File: src/rtl/buzzer_pattern_gen.sv
// Beep-pattern buzzer driver: programmable square-wave tone gated into ON/OFF
// beeps, with a repeat count or continuous mode, reporting busy/done upstream.
module buzzer_pattern_gen #(
  parameter int CLK_HZ  = 50000000,
  parameter int TICK_HZ = 1000,
  parameter int TONE_W  = 16,
  parameter int DUR_W   = 10,
  parameter int REP_W   = 4
) (
  input  logic              clk,
  input  logic              rst,
  input  logic              start,
  input  logic              stop,
  input  logic [TONE_W-1:0] half_period,
  input  logic [DUR_W-1:0]  on_len,
  input  logic [DUR_W-1:0]  off_len,
  input  logic [REP_W-1:0]  reps,
  output logic              busy,
  output logic              done,
  output logic              buzzer,
  output logic [1:0]        dbg_state
);

  localparam int TICK_DIV = CLK_HZ / TICK_HZ;
  localparam int PRE_W    = (TICK_DIV > 2) ? $clog2(TICK_DIV) : 1;

  typedef enum logic [1:0] {
    ST_IDLE = 2'd0,
    ST_ON   = 2'd1,
    ST_OFF  = 2'd2
  } state_t;

  state_t              state_q, state_d;
  logic [PRE_W-1:0]    pre_q, pre_d;
  logic [TONE_W-1:0]   tone_q, tone_d;
  logic [DUR_W-1:0]    phase_q, phase_d;
  logic [REP_W-1:0]    beep_q, beep_d;
  logic [TONE_W-1:0]   hp_q, hp_d;
  logic [DUR_W-1:0]    on_q, on_d;
  logic [DUR_W-1:0]    off_q, off_d;
  logic [REP_W-1:0]    reps_q, reps_d;
  logic                buzz_q, buzz_d;
  logic                done_q, done_d;
  logic                busy_q, busy_d;

  logic                tick;
  logic [DUR_W-1:0]    len_m1;
  logic                phase_end;
  logic [REP_W-1:0]    beep_inc;

  // Request handshake: start is a one-cycle request that is accepted only
  // while busy is low (and stop is low); busy rises on the following cycle and
  // stays high until the pattern ends, where done pulses for finite patterns.

  assign tick      = (pre_q == PRE_W'(TICK_DIV - 1));
  assign len_m1    = (state_q == ST_ON) ? (on_q - DUR_W'(1)) : (off_q - DUR_W'(1));
  assign phase_end = tick && (phase_q == len_m1);
  // Saturates so continuous mode can run forever without wrapping back to reps.
  assign beep_inc  = (beep_q == {REP_W{1'b1}}) ? beep_q : (beep_q + REP_W'(1));

  always_comb begin
    state_d = state_q;
    pre_d   = tick ? '0 : (pre_q + PRE_W'(1));
    tone_d  = tone_q;
    phase_d = tick ? (phase_q + DUR_W'(1)) : phase_q;
    beep_d  = beep_q;
    hp_d    = hp_q;
    on_d    = on_q;
    off_d   = off_q;
    reps_d  = reps_q;
    buzz_d  = 1'b0;
    done_d  = 1'b0;

    case (state_q)
      ST_IDLE: begin
        pre_d   = '0;
        tone_d  = '0;
        phase_d = '0;
        if (start && !stop) begin
          state_d = ST_ON;
          beep_d  = REP_W'(1);
          hp_d    = half_period;
          on_d    = (on_len == '0) ? DUR_W'(1) : on_len;
          off_d   = off_len;
          reps_d  = reps;
        end
      end

      ST_ON: begin
        if (stop) begin
          state_d = ST_IDLE;
          pre_d   = '0;
          tone_d  = '0;
          phase_d = '0;
        end else if (phase_end) begin
          pre_d   = '0;
          tone_d  = '0;
          phase_d = '0;
          if ((reps_q != '0) && (beep_q == reps_q)) begin
            state_d = ST_IDLE;
            done_d  = 1'b1;
          end else if (off_q != '0) begin
            state_d = ST_OFF;
          end else begin
            // Back-to-back beeps: buzzer drops for one cycle as the tone restarts.
            state_d = ST_ON;
            beep_d  = beep_inc;
          end
        end else if (hp_q != '0) begin
          if (tone_q == (hp_q - TONE_W'(1))) begin
            tone_d = '0;
            buzz_d = ~buzz_q;
          end else begin
            tone_d = tone_q + TONE_W'(1);
            buzz_d = buzz_q;
          end
        end else begin
          tone_d = '0;
        end
      end

      ST_OFF: begin
        if (stop) begin
          state_d = ST_IDLE;
          pre_d   = '0;
          phase_d = '0;
        end else if (phase_end) begin
          state_d = ST_ON;
          pre_d   = '0;
          phase_d = '0;
          tone_d  = '0;
          beep_d  = beep_inc;
        end
      end

      default: begin
        state_d = ST_IDLE;
        pre_d   = '0;
        tone_d  = '0;
        phase_d = '0;
      end
    endcase

    busy_d = (state_d != ST_IDLE);
  end

  always_ff @(posedge clk) begin
    if (rst) begin
      state_q <= ST_IDLE;
      pre_q   <= '0;
      tone_q  <= '0;
      phase_q <= '0;
      beep_q  <= '0;
      hp_q    <= '0;
      on_q    <= '0;
      off_q   <= '0;
      reps_q  <= '0;
      buzz_q  <= 1'b0;
      done_q  <= 1'b0;
      busy_q  <= 1'b0;
    end else begin
      state_q <= state_d;
      pre_q   <= pre_d;
      tone_q  <= tone_d;
      phase_q <= phase_d;
      beep_q  <= beep_d;
      hp_q    <= hp_d;
      on_q    <= on_d;
      off_q   <= off_d;
      reps_q  <= reps_d;
      buzz_q  <= buzz_d;
      done_q  <= done_d;
      busy_q  <= busy_d;
    end
  end

  assign busy      = busy_q;
  assign done      = done_q;
  assign buzzer    = buzz_q;
  assign dbg_state = state_q;

endmodule

File: config.mk
export PLATFORM = sky130hd
export DESIGN_NAME = buzzer_pattern_gen
export DESIGN_NICKNAME = d
export VERILOG_FILES = /design/src/rtl/buzzer_pattern_gen.sv
export SDC_FILE = /design/constraint.sdc
export NUM_CORES = 1
export LEC_CHECK = 0
export BUFFER_PORTS_ARGS = -buffer_cell sky130_fd_sc_hd__buf_4
export CAP_MARGIN = 20
export CORE_UTILIZATION = 45
export CTS_BUF_LIST = sky130_fd_sc_hd__clkbuf_16
export DETAILED_ROUTE_END_ITERATION = 10
export PLACE_DENSITY_LB_ADDON = 0.3
export RECOVER_POWER = 100
export SKIP_LAST_GASP = 1
export SLEW_MARGIN = 20
export SYNTH_ARGS = -nofsm -noshare
export SYNTH_HDL_FRONTEND = slang
export SYNTH_SLANG_ARGS = --single-unit
File: constraint.sdc
create_clock -name clk -period 4 [get_ports clk]
set_input_delay 1.2 -clock clk [delete_from_list [all_inputs] [get_ports clk]]
set_output_delay 1.2 -clock clk [all_outputs]
set_load 0.1 [all_outputs]
Word-level counts from Yosys, hierarchy flattened
Cells that the tools add are included.
{ "word_totals": {"ff_bits": 91, "latch_bits": 0, "ram_bits": 0, "rom_bits": 0, "input_bits": 44, "output_inout_bits": 5, "memories": 0} }
{ "classes": {"n_addsub": 7, "mul": 0, "div": 0, "order_cmp": 0, "eq_ne": 14, "shift": 0, "mux": 27, "n_bitwise": 5, "reduce_logical": 19} }
{ "ops": {"columns": ["operator", "n"], "rows": [
  ["$mux 16", 6],
  ["$add 16x1->16 const B", 2],
  ["$mux 4", 8],
  ["$pmux 16 s2", 1],
  ["$mux 10", 2],
  ["$sub 10x1->10 const B", 2],
  ["$eq 16x16->1", 1],
  ["$eq 16x16->1 const B", 1],
  ["$reduce_bool 16->1", 1],
  ["$sub 16x1->16 const B", 1],
  ["$mux 2", 7],
  ["$ne 2x2->1 const B", 7],
  ["$pmux 4 s3", 1],
  ["$add 10x1->10 const B", 1],
  ["$eq 10x10->1", 1],
  ["$logic_not 10->1", 1],
  ["$reduce_bool 10->1", 1],
  ["$reduce_or 5->1", 2],
  ["$reduce_and 8->1", 1],
  ["$reduce_or 4->1", 2],
  ["$pmux 2 s3", 1],
  ["$not 1->1", 5],
  ["$add 4x1->4 const B", 1],
  ["$eq 4x4->1", 1],
  ["12 further kinds", 15]
]} }

Depth between registers and ports, before layout
Gate-level depths: netlist of the first run.
{ "depth": {"ltp_word": 8, "mapped_depth": 17, "ltp_nobuf": 12} }

Least setup slack after synthesis of the first run
OpenSTA, ideal clock, no wires.
{ "synth_timing": {"path_type": "register to register", "startpoint": "reg state_q[0], in the netlist dbg_state[0]", "endpoint": "reg tone_q[15]", "t_arrival_ps": 4364, "required_ps": 3883, "slack_ps": -481, "stages_incl_launch_ff": 17, "synth_period_minus_slack_ps": 4481, "path_cell_list": "dfxtp_1 -> ha_1 -> buf_4 -> buf_6 -> clkbuf_1 -> mux2i_1 -> ha_1 -> nor4bb_1 -> a2bb2oi_1 -> nand3_1 -> a2111oi_2 -> a41oi_1 -> and2_1 -> clkbuf_1 -> buf_2 -> a22oi_1 -> nand2_1"} }
{ "synth_via": {"elab_chain_len": 7, "word_cells_on_any_way": 11, "cone_classes": "eq/ne: 5; mux: 4; reduce/logical: 2"} }
{ "synth_lines": {"columns": ["element", "line", "text"], "rows": [
  ["from (decl)", "33", "state_t state_q, state_d;"],
  ["from (signal assigned)", "162", "state_q <= state_d;"],
  ["$eq 2x1->1", "56, 74", null],
  ["$mux 10", "56", "assign len_m1 = (state_q == ST_ON) ? (on_q - DUR_W'(1)) : (off_q - DUR_W'(1));"],
  ["$eq 10x10->1", "57", "assign phase_end = tick && (phase_q == len_m1);"],
  ["$logic_and 1x1->1", "57", null],
  ["$mux 16", "95", "end else if (phase_end) begin"],
  ["$mux 16", "90", "if (stop) begin"],
  ["$pmux 16 s2", "74", "case (state_q)"],
  ["to (signal assigned)", "164", "tone_q <= tone_d;"],
  ["to (decl)", "35", "logic [TONE_W-1:0] tone_q, tone_d;"]
]} }
Several ways; a longest one is shown, not always the timed one.
A chain may end at the register's enable or synchronous reset.

Worst setup path after layout of the first run
{ "layout_timing": {"startpoint": "reg state_q[1], in the netlist dbg_state[1]", "endpoint": "reg tone_q[9]"} }
The elaborated chain is that of the path after synthesis.

==> results of run 1 <==
what timing repair did:
action                                 CTS  global route
hold buffers                             0             0
setup endpoints to repair                0            15
gates resized for setup                  0             4
endpoints found under the hold margin    0             0
metal layers:
metal | up-vias | global-route usage | part of all wire
li1 | 2377 | - | -
met1 | 2253 | 0.306 | 0.48
met2 | 107 | 0.374 | 0.46
met3 | 17 | 0.0448 | 0.041
met4 | 0 | 0.0695 | 0.014
met5 | - | 0 | 0
per-stage QoR:
stage | utilization | hold slack [ns] | TNS (ns) | instance area (um2) | cells
after floorplan | - | 0.413 | 0 | 5180 | 652
after global placement | 0.506 | 0.424 | 0 | 5580 | 806
after detailed placement | 0.506 | 0.444 | 0 | 5580 | 806
after CTS | 0.532 | 0.455 | 0 | 5860 | 822
after global routing | 0.531 | 0.493 | -0.00531 | 5860 | 822
final | 0.531 | 0.453 | 0 | 5860 | 822
flip-flops by register name, summed over array words and instances (netlist names):
signal	count
phase_q	10
beep_q	4
pre_q	16
on_q	10
hp_q	16
done	1
dbg_state	2
reps_q	4
buzzer	1
tone_q	16
off_q	10
busy	1
layout make-up:
| type | count | area (um2) |
|---|---|---|
| Inverter | 14 | 52.6 |
| Timing Repair Buffer | 53 | 365 |
| Clock buffer | 10 | 250 |
| Clock inverter | 6 | 31.3 |
| Multi-Input combinational cell | 508 | 3150 |
| Tap cell | 140 | 175 |
| Fill cell | 1085 | 5170 |
| Sequential cell | 91 | 1830 |
logic make-up after synthesis:
group,Yosys count
flip-flops,91
AND/OR/NAND/NOR,312
XOR/XNOR,61
buffers and inverters,53
AO/OA/AOI/OAI,112
adder cells (fa/ha/maj),11
multiplexers,12
cells in the final DEF (no fill, tap or decap), types with 10 or more instances in the layout:
cell	count
sky130_fd_sc_hd__buf_4	44
sky130_fd_sc_hd__inv_1	16
sky130_fd_sc_hd__nor2_1	48
sky130_fd_sc_hd__mux2i_1	12
sky130_fd_sc_hd__clkbuf_16	10
sky130_fd_sc_hd__nand4_1	21
sky130_fd_sc_hd__ha_1	11
sky130_fd_sc_hd__xor2_1	25
sky130_fd_sc_hd__nand3_1	25
sky130_fd_sc_hd__xnor2_1	36
sky130_fd_sc_hd__nand2_1	116
sky130_fd_sc_hd__nor3_1	29
sky130_fd_sc_hd__dfxtp_1	89
sky130_fd_sc_hd__a21oi_1	51
sky130_fd_sc_hd__and3_1	12
worst register-to-register path, cell delays in order (launching register included):
cell and delay, ns:
sky130_fd_sc_hd__dfxtp_4 0.35, sky130_fd_sc_hd__inv_1 0.10, sky130_fd_sc_hd__ha_1 0.30, sky130_fd_sc_hd__mux2i_1 0.33
sky130_fd_sc_hd__ha_1 0.25, sky130_fd_sc_hd__nor4bb_2 0.40, sky130_fd_sc_hd__o22ai_1 0.15, sky130_fd_sc_hd__xnor2_1 0.35
sky130_fd_sc_hd__a2111oi_4 0.11, sky130_fd_sc_hd__and3_1 0.27, sky130_fd_sc_hd__nor4_4 0.49, sky130_fd_sc_hd__or4b_1 0.48
sky130_fd_sc_hd__nand2_1 0.07
worst paths after layout:
check | from | to | cells past startpoint
worst min-delay path | pre_q[0] | pre_q[0] | 1
worst max-delay path | dbg_state[1] | tone_q[9] | 12
worst max register to register | dbg_state[1] | tone_q[9] | 12
worst min register to register | pre_q[0] | pre_q[0] | 1
Yosys cell counts, types with 3 or more instances:
master                     count  area share
sky130_fd_sc_hd__a21o_1        3      0.0044
sky130_fd_sc_hd__o21ai_0       8      0.0077
sky130_fd_sc_hd__or4_1         6      0.0087
sky130_fd_sc_hd__nand4_1      21       0.025
sky130_fd_sc_hd__ha_1         11       0.027
sky130_fd_sc_hd__inv_1        14       0.010
sky130_fd_sc_hd__nor3_1       29       0.028
sky130_fd_sc_hd__nor4b_1       3      0.0051
sky130_fd_sc_hd__and4_1        5      0.0085
sky130_fd_sc_hd__and3_1       12       0.015
sky130_fd_sc_hd__mux2i_1      12       0.023
sky130_fd_sc_hd__nor4bb_1      3      0.0058
sky130_fd_sc_hd__and2_1        4      0.0048
sky130_fd_sc_hd__a31oi_1       3      0.0036
sky130_fd_sc_hd__o22ai_1       3      0.0036
sky130_fd_sc_hd__buf_2         5      0.0048
sky130_fd_sc_hd__a211oi_1      4      0.0058
sky130_fd_sc_hd__or3_1         5      0.0060
sky130_fd_sc_hd__a22oi_1       5      0.0073
sky130_fd_sc_hd__xnor2_1      36       0.061
sky130_fd_sc_hd__a21oi_1      51       0.049
sky130_fd_sc_hd__or4b_1        3      0.0058
sky130_fd_sc_hd__nor2b_1       5      0.0060
sky130_fd_sc_hd__nor2_1       48       0.035
sky130_fd_sc_hd__nand3_1      25       0.024
sky130_fd_sc_hd__dfxtp_1      91        0.35
sky130_fd_sc_hd__nand3b_1      4      0.0058
sky130_fd_sc_hd__nor4_1        7      0.0085
sky130_fd_sc_hd__nand2_1     116       0.084
sky130_fd_sc_hd__nor3b_1       3      0.0044
sky130_fd_sc_hd__xor2_1       25       0.042
sky130_fd_sc_hd__a41oi_1       4      0.0068
sky130_fd_sc_hd__clkbuf_1     27       0.020
sky130_fd_sc_hd__buf_1         4      0.0029
sky130_fd_sc_hd__o32ai_1       3      0.0051
sky130_fd_sc_hd__a32oi_1       8       0.014
where the power goes:
group          switching [mW]  internal (mW)  total (mW)  leakage, nW
Clock                   0.358          0.453       0.811        0.142
Sequential             0.0323          0.929       0.961        0.739
Combinational           0.199          0.147       0.346         1.22
Total                   0.590           1.53        2.12         2.11
==> run summary, run 1 <==
The flow ran to the end, but the final reports show violations. The final reports fail on max-capacitance violations, max-slew violations. The total setup violations reported at the end of the flow is 0. The area fraction in compound gates after synthesis is 0.143. The area growth from synthesis to layout is 13.2%. The final-report hold violation count is 0. The post-synth net total is about 710. The routed wire length came out at ~13 mm. The clock slew at the register clock pins of the worst setup and hold paths came out at around 0.070 ns. The fraction of final layout cells with drive strength greater than 1 is 0.109.

The gate count after technology mapping is around 650. The most used flip-flop cell after synthesis is sky130_fd_sc_hd__dfxtp_1. The via count of the first global-routing pass is around 4500.

The top-level port count is between 40 and 50. The count of unique library cells instantiated by Yosys came out at 65. Counting stages on the worst path, the most repeated cell is sky130_fd_sc_hd__ha_1. After synthesis, the share of flip-flops with an asynchronous set or reset is 0.

The worst endpoint data arrival time is 3.99 ns. IR analysis of the VDD net gives a maximum drop of between 0.2 and 0.25 mV. The residual antenna-violating net count after detailed routing is 0. The number of setup buffers added after CTS came out at 0.

The final worst setup slack came out at approximately 0.30 ns. The area share of and/or/nand/nor cells after synthesis is 0.308. Based on the critical path, the design can be clocked at up to 270 MHz. The weighted congestion at the end of routability-driven global placement came out at roughly 0.96.

The power density over cell area is between 300 and 400 mW/mm2. For this run, design rule violations remaining after detail routing come to 0. The critical path is of the flip-flop to flip-flop type. The portion of the clock cycle consumed by the worst path in the final layout is 0.925.

Measured against its own limit, the worst slew margin works out to -0.0987. The register-to-register setup slack is approximately 0.30 ns. The count of nets after finishing came out at between 700 and 800. The estimated wirelength of the detail-placed design is between 9 and 10 mm. After synthesis, the share of cell area in mux cells is 0.0232. The deepest level of the CTS H-tree is 3. Across the run, the number of max-cap violations was 1. The type of element capturing the critical path is a flip-flop. The cell sitting at the root of the clock tree is a sky130_fd_sc_hd__clkbuf_16.

The top fanout value on the critical path came out at 8. The clock sink total came out at between 90 and 100. The CTS buffer count came out at 9. The floorplan has 38 rows. The number of detailed-route iterations in the first pass came out at 5.

The worst setup path is launched from a flip-flop. At the pin with the least slew margin, the transition time is between 1.5 and 2 ns. The detail-routed net length per standard cell came out at roughly 16 um. Before CTS, the worst setup slack after placement is ~0.3 ns. The share of the yosys chip area belonging to registers is 0.352. The ratio of routed vias to standard cells came out at ~5.8.

The detailed router finished its first iteration with about 240 violations. The final worst clock skew is slightly below 0.009 ns. The standby leakage power is 2.11 nW.

The first global-routing pass estimated roughly 21 mm of wire. The y dimension of the die came out at 109 um. The maximum number of buffers from clock root to sink came out at 2.

Buffers placed on the I/O ports in this run total between 40 and 50. The largest family of logic cells by synthesized area is simple AND/OR/NAND/NOR gates. The horizontal die dimension came out at roughly 110 um.

The antenna diode instance count came out at 0. The initial antenna violation count is 0. Of the total synthesized cell area, the portion taken by XOR and XNOR cells is 0.103. The shortest period the worst path allows is between 3 and 4 ns. The final max-slew violation count came out at 39. The overall track demand over capacity in global routing is 0.230. The initial core utilization came out at 0.469. Yosys mapped a number of flops with a built-in enable equal to 0. The post-layout total power is 2.12 mW. After synthesis the netlist holds a flip-flop and latch count of 91. The floorplan step defined a core boundary enclosing 0.0110 mm2.

The kind of cell with the highest combined delay along the critical path is simple AND/OR/NAND/NOR gates. The delay of the slowest critical-path stage came out at around 0.49 ns. Walking the worst path, the cells encountered are inv_1 > ha_1 > mux2i_1 > ha_1 > nor4bb_2 > o22ai_1 > xnor2_1 > a2111oi_4 > and3_1 > nor4_4 > or4b_1 > nand2_1. The clock insertion delay at the later pin of the skew report is 0.34 ns. The number of buffer and inverter stages on the critical path is 1.

The die area is 0.0119 mm2. The post-synthesis average cell area is 7.94 um2. Entering global routing, the biggest net connects between 60 and 70 pins.

The sum of overflow across all layers after global routing is 0. The worst min-delay path category is flip-flop to flip-flop. After synthesis the cells add up to between 0.005 and 0.006 mm2.

The number of vias after detailed routing came out at around 4800. The required time of the worst setup path is roughly 4.3 ns. The adder and majority cell fraction of the synthesized area came out at 0.0266.

The cell with the biggest individual delay on the critical path is sky130_fd_sc_hd__nor4_4. For this run, the number of Yosys warnings is 0. TritonCTS built the clock tree.
No activity file was read; power rests on OpenSTA's default activity.
==> inputs of run 2 (changes only) <==
--- a/config.mk
+++ b/config.mk
@@ -7,6 +7,7 @@
 export LEC_CHECK = 0
 export BUFFER_PORTS_ARGS = -buffer_cell sky130_fd_sc_hd__buf_4
 export CAP_MARGIN = 20
+export CORE_MARGIN = 3
 export CORE_UTILIZATION = 45
 export CTS_BUF_LIST = sky130_fd_sc_hd__clkbuf_16
 export DETAILED_ROUTE_END_ITERATION = 10
==> run summary, run 2 (synthesis results as in run 1) <==
The largest registers in the layout are hp_q (16), pre_q (16), tone_q (16). The CTS buffer count came out at 9 (unchanged). The met2 wire length came out at 6.03 mm (+2.3%). The required time of the worst setup path came out at 4.29 ns (about the same). The residual antenna-violating net count after detailed routing is 0 (unchanged). The via count of the first global-routing pass is 4435 (-1.4%). The placed instance count was 806 (unchanged). The hold slack came to 0.446 ns (-0.00746 ns). The flow ran to the end, but the final reports show violations. Leaving out fill and tap cells, the most frequent cells in the layout are 116 x sky130_fd_sc_hd__nand2_1, 89 x sky130_fd_sc_hd__dfxtp_1, 51 x sky130_fd_sc_hd__a21oi_1.

The maximum number of pins on one net before global-route repair came out at 67 (unchanged). The sum of routed wire segments on met1 came out at 5.96 mm (-3.4%). The number of design-rule violations left by the first detailed-router iteration was 364 (+50%). The area growth from synthesis to layout is 13.6%. The wire length of the first global-routing pass is 21.6 mm (+0.84%). The shortest period the worst path allows is 3.71 ns (+0.0146 ns). Following the worst setup path forward leads to its endpoint at tone_q[9]. The worst setup path is launched from a flip-flop. The quantity of I/O buffers inserted on ports is 48 (unchanged).

The highest metal layer carrying signal wires in the routed design is met4. The number of vias after detailed routing came out at 4739 (-0.32%). The timing startpoint of the critical path is dbg_state[1]. The total setup violations reported at the end of the flow is 0 (unchanged). The clock sink total is 91 (unchanged). The depth of the most critical reg-to-reg path came out at 12 (unchanged). The number of detailed-route iterations in the first pass is 7 (+2). The number of gates on the worst path with buffers counted came out at 12 (unchanged).

The worst register-to-register path ends at tone_q[9]. The estimated wirelength of the detail-placed design is 9.31 mm (+1.0%). The number of inserted filler cells in the final layout came out at 1057 (-2.6%). The standby leakage power came out at 2.12 nW (+0.64%).

The actual slew at the worst max-slew pin was 1.64 ns (-0.00658 ns). The horizontal die dimension is 113 um (+3.7%). The initial core utilization was 0.469 (unchanged). The deepest level of the CTS H-tree came out at 3 (unchanged).

The final routed DRC violation total is 0 (unchanged). The worst register-to-register path begins at dbg_state[1]. The number of hold buffers added after CTS came to 0 (unchanged). The y dimension of the die is 113 um (+3.7%). The antenna diode instance count is 0 (unchanged).

The number of setup buffers added after CTS came out at 0 (unchanged). The flip-flop and latch area came out at 0.00183 mm2 (unchanged). TritonCTS built the clock tree. The overall track demand over capacity in global routing came out at 0.208 (-0.0219). The tightest min-delay check is of the flip-flop to flip-flop type. The worst IR drop on VDD came to 0.239 mV (+13%).

The type of element capturing the critical path is a flip-flop. The routed wire length was 12.8 mm (+0.39%). The achievable clock frequency came out at 269 MHz (-0.39%). The final worst setup slack came out at 0.285 ns (-0.0146 ns). The portion of the clock cycle consumed by the worst path in the final layout is 0.929 (+0.00365). The final-report hold violation count came out at 0 (unchanged). The final reports fail on max-capacitance violations, max-slew violations.

The path type of the worst setup path is flip-flop to flip-flop. The weighted congestion at the end of routability-driven global placement is 0.919 (-4.5%). The post-layout total power came to 2.19 mW (+3.3%).

The core footprint came out at 0.0110 mm2 (unchanged). The minimum setup slack after placement is 0.266 ns (-0.0400 ns). The final design utilization came out at 0.533 (+0.00159). The detail-routed net length per standard cell came to 15.6 um (+0.39%).

On the critical path the largest part of the delay comes from simple AND/OR/NAND/NOR gates. The final instance count without filler cells came out at 822 (unchanged). The library cell used most frequently in the layout, excluding fill and tap cells, is sky130_fd_sc_hd__nand2_1. The placement row count is 38 (unchanged). The ratio of routed vias to standard cells was 5.77 (-0.32%). The clock insertion delay at the later pin of the skew report came out at 0.35 ns (about the same). The register-to-register setup slack is 0.29 ns (about the same).

Among all stages on the critical path, the largest delay is contributed by sky130_fd_sc_hd__nor4_4. The clock slew at the register clock pins of the worst setup and hold paths came out at 0.07 ns (about the same). The number of buffer and inverter stages on the critical path came out at 1 (unchanged). The total length of routed met3 wires came to 667 um (+27%). Clock tree synthesis selected as its root buffer the cell sky130_fd_sc_hd__clkbuf_16. The maximum number of buffers from clock root to sink was 2 (unchanged). Among the stages of the critical path, the cell type that occurs most often is sky130_fd_sc_hd__ha_1.

The number of cells upsized or downsized after cts is 0 (unchanged). The count of max-cap constraint violations came out at 1 (unchanged). The top fanout value on the critical path came to 8 (unchanged). The sum of overflow across all layers after global routing is 0 (unchanged). The worst endpoint data arrival time came out at 4.00 ns (about the same). The top-level port count was 49 (unchanged). The signal on the critical path passes through inv_1 > ha_1 > mux2i_1 > ha_1 > nor4bb_2 > a2bb2oi_1 > a21o_1 > a2111oi_2 > and3_1 > nor4_4 > or4b_1 > nand2_1. The initial antenna violation count came out at 0 (unchanged). The power density over cell area is 372 mW/mm2 (+3.0%). The count of nets after finishing came to 732 (unchanged). The final max-slew violation count is 39 (unchanged). The fraction of final layout cells with drive strength greater than 1 came out at 0.113 (+0.00440). The worst slew margin relative to its limit came out at -0.0943 (+0.00439). The die area is 0.0128 mm2 (+7.5%). The area of the multi-input gates came to 0.00314 mm2 (-0.40%).

The final worst clock skew came out at 0.0108 ns (+0.00190 ns). The delay of the slowest critical-path stage is 0.50 ns (about the same).
==> run 2: cell types whose count changed in the layout (fill, tap and decap cells not counted), sizes merged <==
cell      change
clkinvlp      -1
inv           -2
bufinv        +1
clkinv        +2
==> run 2: cell type report <==
type / count / share of cell area
repair buffers: 53 / 0.0622
clock buffers: 10 / 0.0426
well taps: 140 / 0.0298
inverters: 14 / 0.00894
flip-flops and latches: 91 / 0.311
clock inverters: 6 / 0.0104
multi-input cells: 508 / 0.535
==> run 2: routing by layer <==
metal / track usage / up-vias
met4: 0.0705 / 0
met5: 0 / -
met3: 0.0455 / 15
li1: - / 2377
met2: 0.322 / 134
met1: 0.287 / 2213
==> run 2: worst min path at each step <==
stage               cells past startpoint  endpoint  slack, ns     start
global route                            1  pre_q[0]       0.46  pre_q[0]
finish                                  1  pre_q[0]       0.45  pre_q[0]
floorplan                               1  pre_q[0]       0.41  pre_q[0]
CTS                                     1  pre_q[0]       0.44  pre_q[0]
global placement                        1  pre_q[0]       0.42  pre_q[0]
detailed placement                      1  pre_q[0]       0.43  pre_q[0]
==> run 2: stage by stage <==
stage	area, um2	setup TNS [ns]
detailed placement	5580	0
global placement	5580	0
floorplan	5180	0
finish	5880	0
CTS	5890	0
global route	5880	-0.0199
==> run 2: worst reg2reg max path: cells and delay by family, from the launching register on <==
family	cells	cell delay, ns
buf+inv	1	0.10
simple gates	5	1.74
compound gates	3	0.52
mux	1	0.35
flops	1	0.35
fa+ha+maj	2	0.58
==> run 2: power by group <==
part,internal (mW),total (mW),switching (mW)
clock,0.521,0.885,0.364
combinational,0.146,0.342,0.196
sequential,0.929,0.961,0.0325
total,1.60,2.19,0.592
==> inputs of run 3 (changes only) <==
--- a/config.mk
+++ b/config.mk
@@ -7,12 +7,12 @@
 export LEC_CHECK = 0
 export BUFFER_PORTS_ARGS = -buffer_cell sky130_fd_sc_hd__buf_4
 export CAP_MARGIN = 20
+export CORE_ASPECT_RATIO = 1.25
 export CORE_MARGIN = 3
 export CORE_UTILIZATION = 45
 export CTS_BUF_LIST = sky130_fd_sc_hd__clkbuf_16
 export DETAILED_ROUTE_END_ITERATION = 10
 export PLACE_DENSITY_LB_ADDON = 0.3
-export RECOVER_POWER = 100
 export SKIP_LAST_GASP = 1
 export SLEW_MARGIN = 20
 export SYNTH_ARGS = -nofsm -noshare
==> constraint.sdc (replaced) <==
create_clock -name clk -period 4 [get_ports clk]
set_input_delay 1.2 -clock clk [delete_from_list [all_inputs] [get_ports clk]]
set_output_delay 1.2 -clock clk [all_outputs]
set_load 0.05 [all_outputs]
==> run summary, run 3 (synthesis results as in run 1) <==
Setup repair after global routing left no endpoint under its margin. The number of cells upsized or downsized after cts came out at 0 (unchanged). The actual slew at the worst max-slew pin was 0.784 ns (-0.857 ns). The wire length of the first global-routing pass came out at 21.3 mm (-1.3%). The slowest stage of the critical path belongs to the cell sky130_fd_sc_hd__nor4b_1. In this run the most critical hold path is launched from pre_q[0]. The final instance count without filler cells came out at 818 (-0.49%). The via count of the first global-routing pass was 4546 (+2.5%). The summed negative setup slack over all endpoints came out at 0 ns (unchanged). The clock slew at the register clock pins of the worst setup and hold paths is 0.07 ns (about the same). The depth of the most critical reg-to-reg path is 12 (unchanged).

The source of the worst register-to-register timing path is dbg_state[1]. The routed wire length was 12.9 mm (+0.38%). The top-level port count is 49 (unchanged). The maximum number of pins on one net before global-route repair is 67 (unchanged). The area of the multi-input gates was 0.00313 mm2 (-0.44%). The core footprint is 0.0112 mm2 (+1.5%). The residual antenna-violating net count after detailed routing was 0 (unchanged). The number of hold buffers added after CTS is 0 (unchanged). The final max-slew violation count is 0 (-100%). The number of design-rule violations left by the first detailed-router iteration is 249 (-32%). The achievable clock frequency is 275 MHz (+2.3%). The worst IR drop on VDD is 0.180 mV (-25%).

The clock tree from TritonCTS is done. The placement row count came to 43 (+13%). The shortest period the worst path allows is 3.63 ns (-0.0829 ns). The deepest level of the CTS H-tree came out at 3 (unchanged).

In this design, the largest share of critical-path delay is due to compound AO/OA/AOI/OAI gates. The minimum setup slack after placement came out at 0.412 ns (+0.146 ns). The horizontal die dimension came out at 102 um (-10%). The number of buffer and inverter stages on the critical path is 1 (unchanged).

The clock sink total came out at 91 (unchanged). The antenna diode instance count is 0 (unchanged). By startpoint and endpoint, the worst setup path is classified as flip-flop to flip-flop. The worst slew margin relative to its limit came out at 0.473 (+0.567). The overall track demand over capacity in global routing came to 0.206 (-0.00209). The leading cell type in the layout, fill and taps excluded is sky130_fd_sc_hd__nand2_1. The count of max-cap constraint violations is 0 (-1). The maximum number of buffers from clock root to sink came to 2 (unchanged). The final design utilization was 0.524 (-0.00897).

The detail-routed net length per standard cell came to 15.7 um (+0.87%). The weighted congestion at the end of routability-driven global placement came out at 0.859 (-6.6%). The final worst clock skew is 0.00701 ns (-0.00380 ns). The total setup violations reported at the end of the flow came out at 0 (unchanged).

The quantity of I/O buffers inserted on ports came out at 48 (unchanged). The worst hold path stage count is 1 (unchanged). Clock tree synthesis selected as its root buffer the cell sky130_fd_sc_hd__clkbuf_16. The initial core utilization is 0.462 (-0.00671).

The worst setup path is launched from a flip-flop. In the layout the commonest cells are 116 x sky130_fd_sc_hd__nand2_1, 89 x sky130_fd_sc_hd__dfxtp_1, 54 x sky130_fd_sc_hd__buf_4. The die area is 0.0128 mm2 (about the same). The portion of the clock cycle consumed by the worst path in the final layout came out at 0.908 (-0.0207). The final-report hold violation count is 0 (unchanged).

The cell repeated most along the worst path is sky130_fd_sc_hd__ha_1. The number of vias after detailed routing came out at 4839 (+2.1%). The number of setup buffers added after CTS came out at 0 (unchanged).

The sum of overflow across all layers after global routing is 0 (unchanged). The placed instance count was 802 (-0.50%). The number of inserted filler cells in the final layout came out at 1104 (+4.4%).

The type of element capturing the critical path is a flip-flop. The final worst setup slack came out at 0.368 ns (+0.0829 ns). Walking the worst path, the cells encountered are inv_1 > ha_1 > mux2i_1 > ha_1 > nor4b_1 > a2bb2oi_1 > nand3_1 > a2111oi_2 > a41oi_1 > and2_1 > a32oi_1 > nand2_1.

The standby leakage power came to 2.14 nW (+0.81%). The y dimension of the die came out at 126 um (+11%). The worst hold path terminates at pre_q[0]. The worst endpoint data arrival time is 3.87 ns (-0.13 ns). The run finished with clean final reports. The flip-flop and latch area is 0.00182 mm2 (-0.27%). The estimated wirelength of the detail-placed design came out at 9.36 mm (+0.57%). The clock insertion delay at the later pin of the skew report is 0.35 ns (about the same). The final routed DRC violation total is 0 (unchanged). The register-to-register setup slack came out at 0.37 ns (+0.08 ns). The count of nets after finishing is 733 (+0.14%).

The area growth from synthesis to layout is 13.3%. The CTS buffer count came out at 9 (unchanged). The power density over cell area came out at 362 mW/mm2 (-2.9%).

The top fanout value on the critical path came to 14 (+6). The worst min-delay path category is flip-flop to flip-flop. The required time of the worst setup path is 4.24 ns (-0.05 ns). The delay of the slowest critical-path stage was 0.47 ns (-0.03 ns). The worst register-to-register path ends at tone_q[8]. The initial antenna violation count is 0 (unchanged). The fraction of final layout cells with drive strength greater than 1 is 0.122 (+0.00862). The ratio of routed vias to standard cells was 5.92 (+2.6%). The largest registers in the layout are hp_q (16), pre_q (16), tone_q (16).

The number of detailed-route iterations in the first pass was 5 (-2).
run 3: cell types whose count changed in the layout (fill, tap and decap cells not counted), sizes merged:
cell | before | now
buf | 44 | 54
bufinv | 1 | 0
inv | 15 | 19
clkbuf | 19 | 9
clkinv | 4 | 2
run 3: worst reg2reg max path, stage by stage (launching register included):
cell                        delay [ns]
sky130_fd_sc_hd__dfxtp_2          0.34
sky130_fd_sc_hd__inv_1            0.10
sky130_fd_sc_hd__ha_1             0.27
sky130_fd_sc_hd__mux2i_1          0.32
sky130_fd_sc_hd__ha_1             0.26
sky130_fd_sc_hd__nor4b_1          0.47
sky130_fd_sc_hd__a2bb2oi_1        0.27
sky130_fd_sc_hd__nand3_1          0.14
sky130_fd_sc_hd__a2111oi_2        0.43
sky130_fd_sc_hd__a41oi_1          0.22
sky130_fd_sc_hd__and2_1           0.38
sky130_fd_sc_hd__a32oi_1          0.27
sky130_fd_sc_hd__nand2_1          0.07
run 3: final cells by class:
type                       instances  area share
multi-input combinational        508       0.534
sequential                        91       0.311
timing repair buffer              54      0.0692
clock buffer                       9      0.0384
tap                              135      0.0288
clock inverter                     7     0.00961
inverter                          14     0.00897
run 3: stage by stage:
step                hold WS, ns  area [um2]  total power [mW]
floorplan                 0.413        5180              1.22
global placement          0.424        5580              1.30
detailed placement        0.448        5580              1.31
CTS                       0.459        5860              2.14
global route              0.484        5860              2.21
finish                    0.458        5860              2.12
run 3: report_power, final:
| part | switching, mW | leakage (nW) | total [mW] | internal [mW] |
|---|---|---|---|---|
| registers | 0.0323 | 0.739 | 0.961 | 0.929 |
| clock network | 0.393 | 0.139 | 0.825 | 0.432 |
| logic | 0.185 | 1.26 | 0.333 | 0.148 |
run 3: per-layer routing:
layer	up-vias	track usage	wire length [um]
li1	2384	-	-
met3	36	0.0393	508
met5	-	0	0
met2	123	0.361	6610
met4	0	0.0896	484
met1	2296	0.240	5270
run 3: worst max-delay path by stage:
stage	end	start	depth (start not counted)	slack [ns]
2_1_floorplan	tone_q[15]	dbg_state[0]	16	0.1
3_3_place_gp	tone_q[9]	dbg_state[1]	13	0.61
3_5_place_dp	tone_q[2]	dbg_state[1]	12	0.41
4_1_cts	tone_q[2]	dbg_state[1]	12	0.40
5_1_grt	tone_q[8]	dbg_state[1]	12	0.03
6_report	tone_q[8]	dbg_state[1]	12	0.37
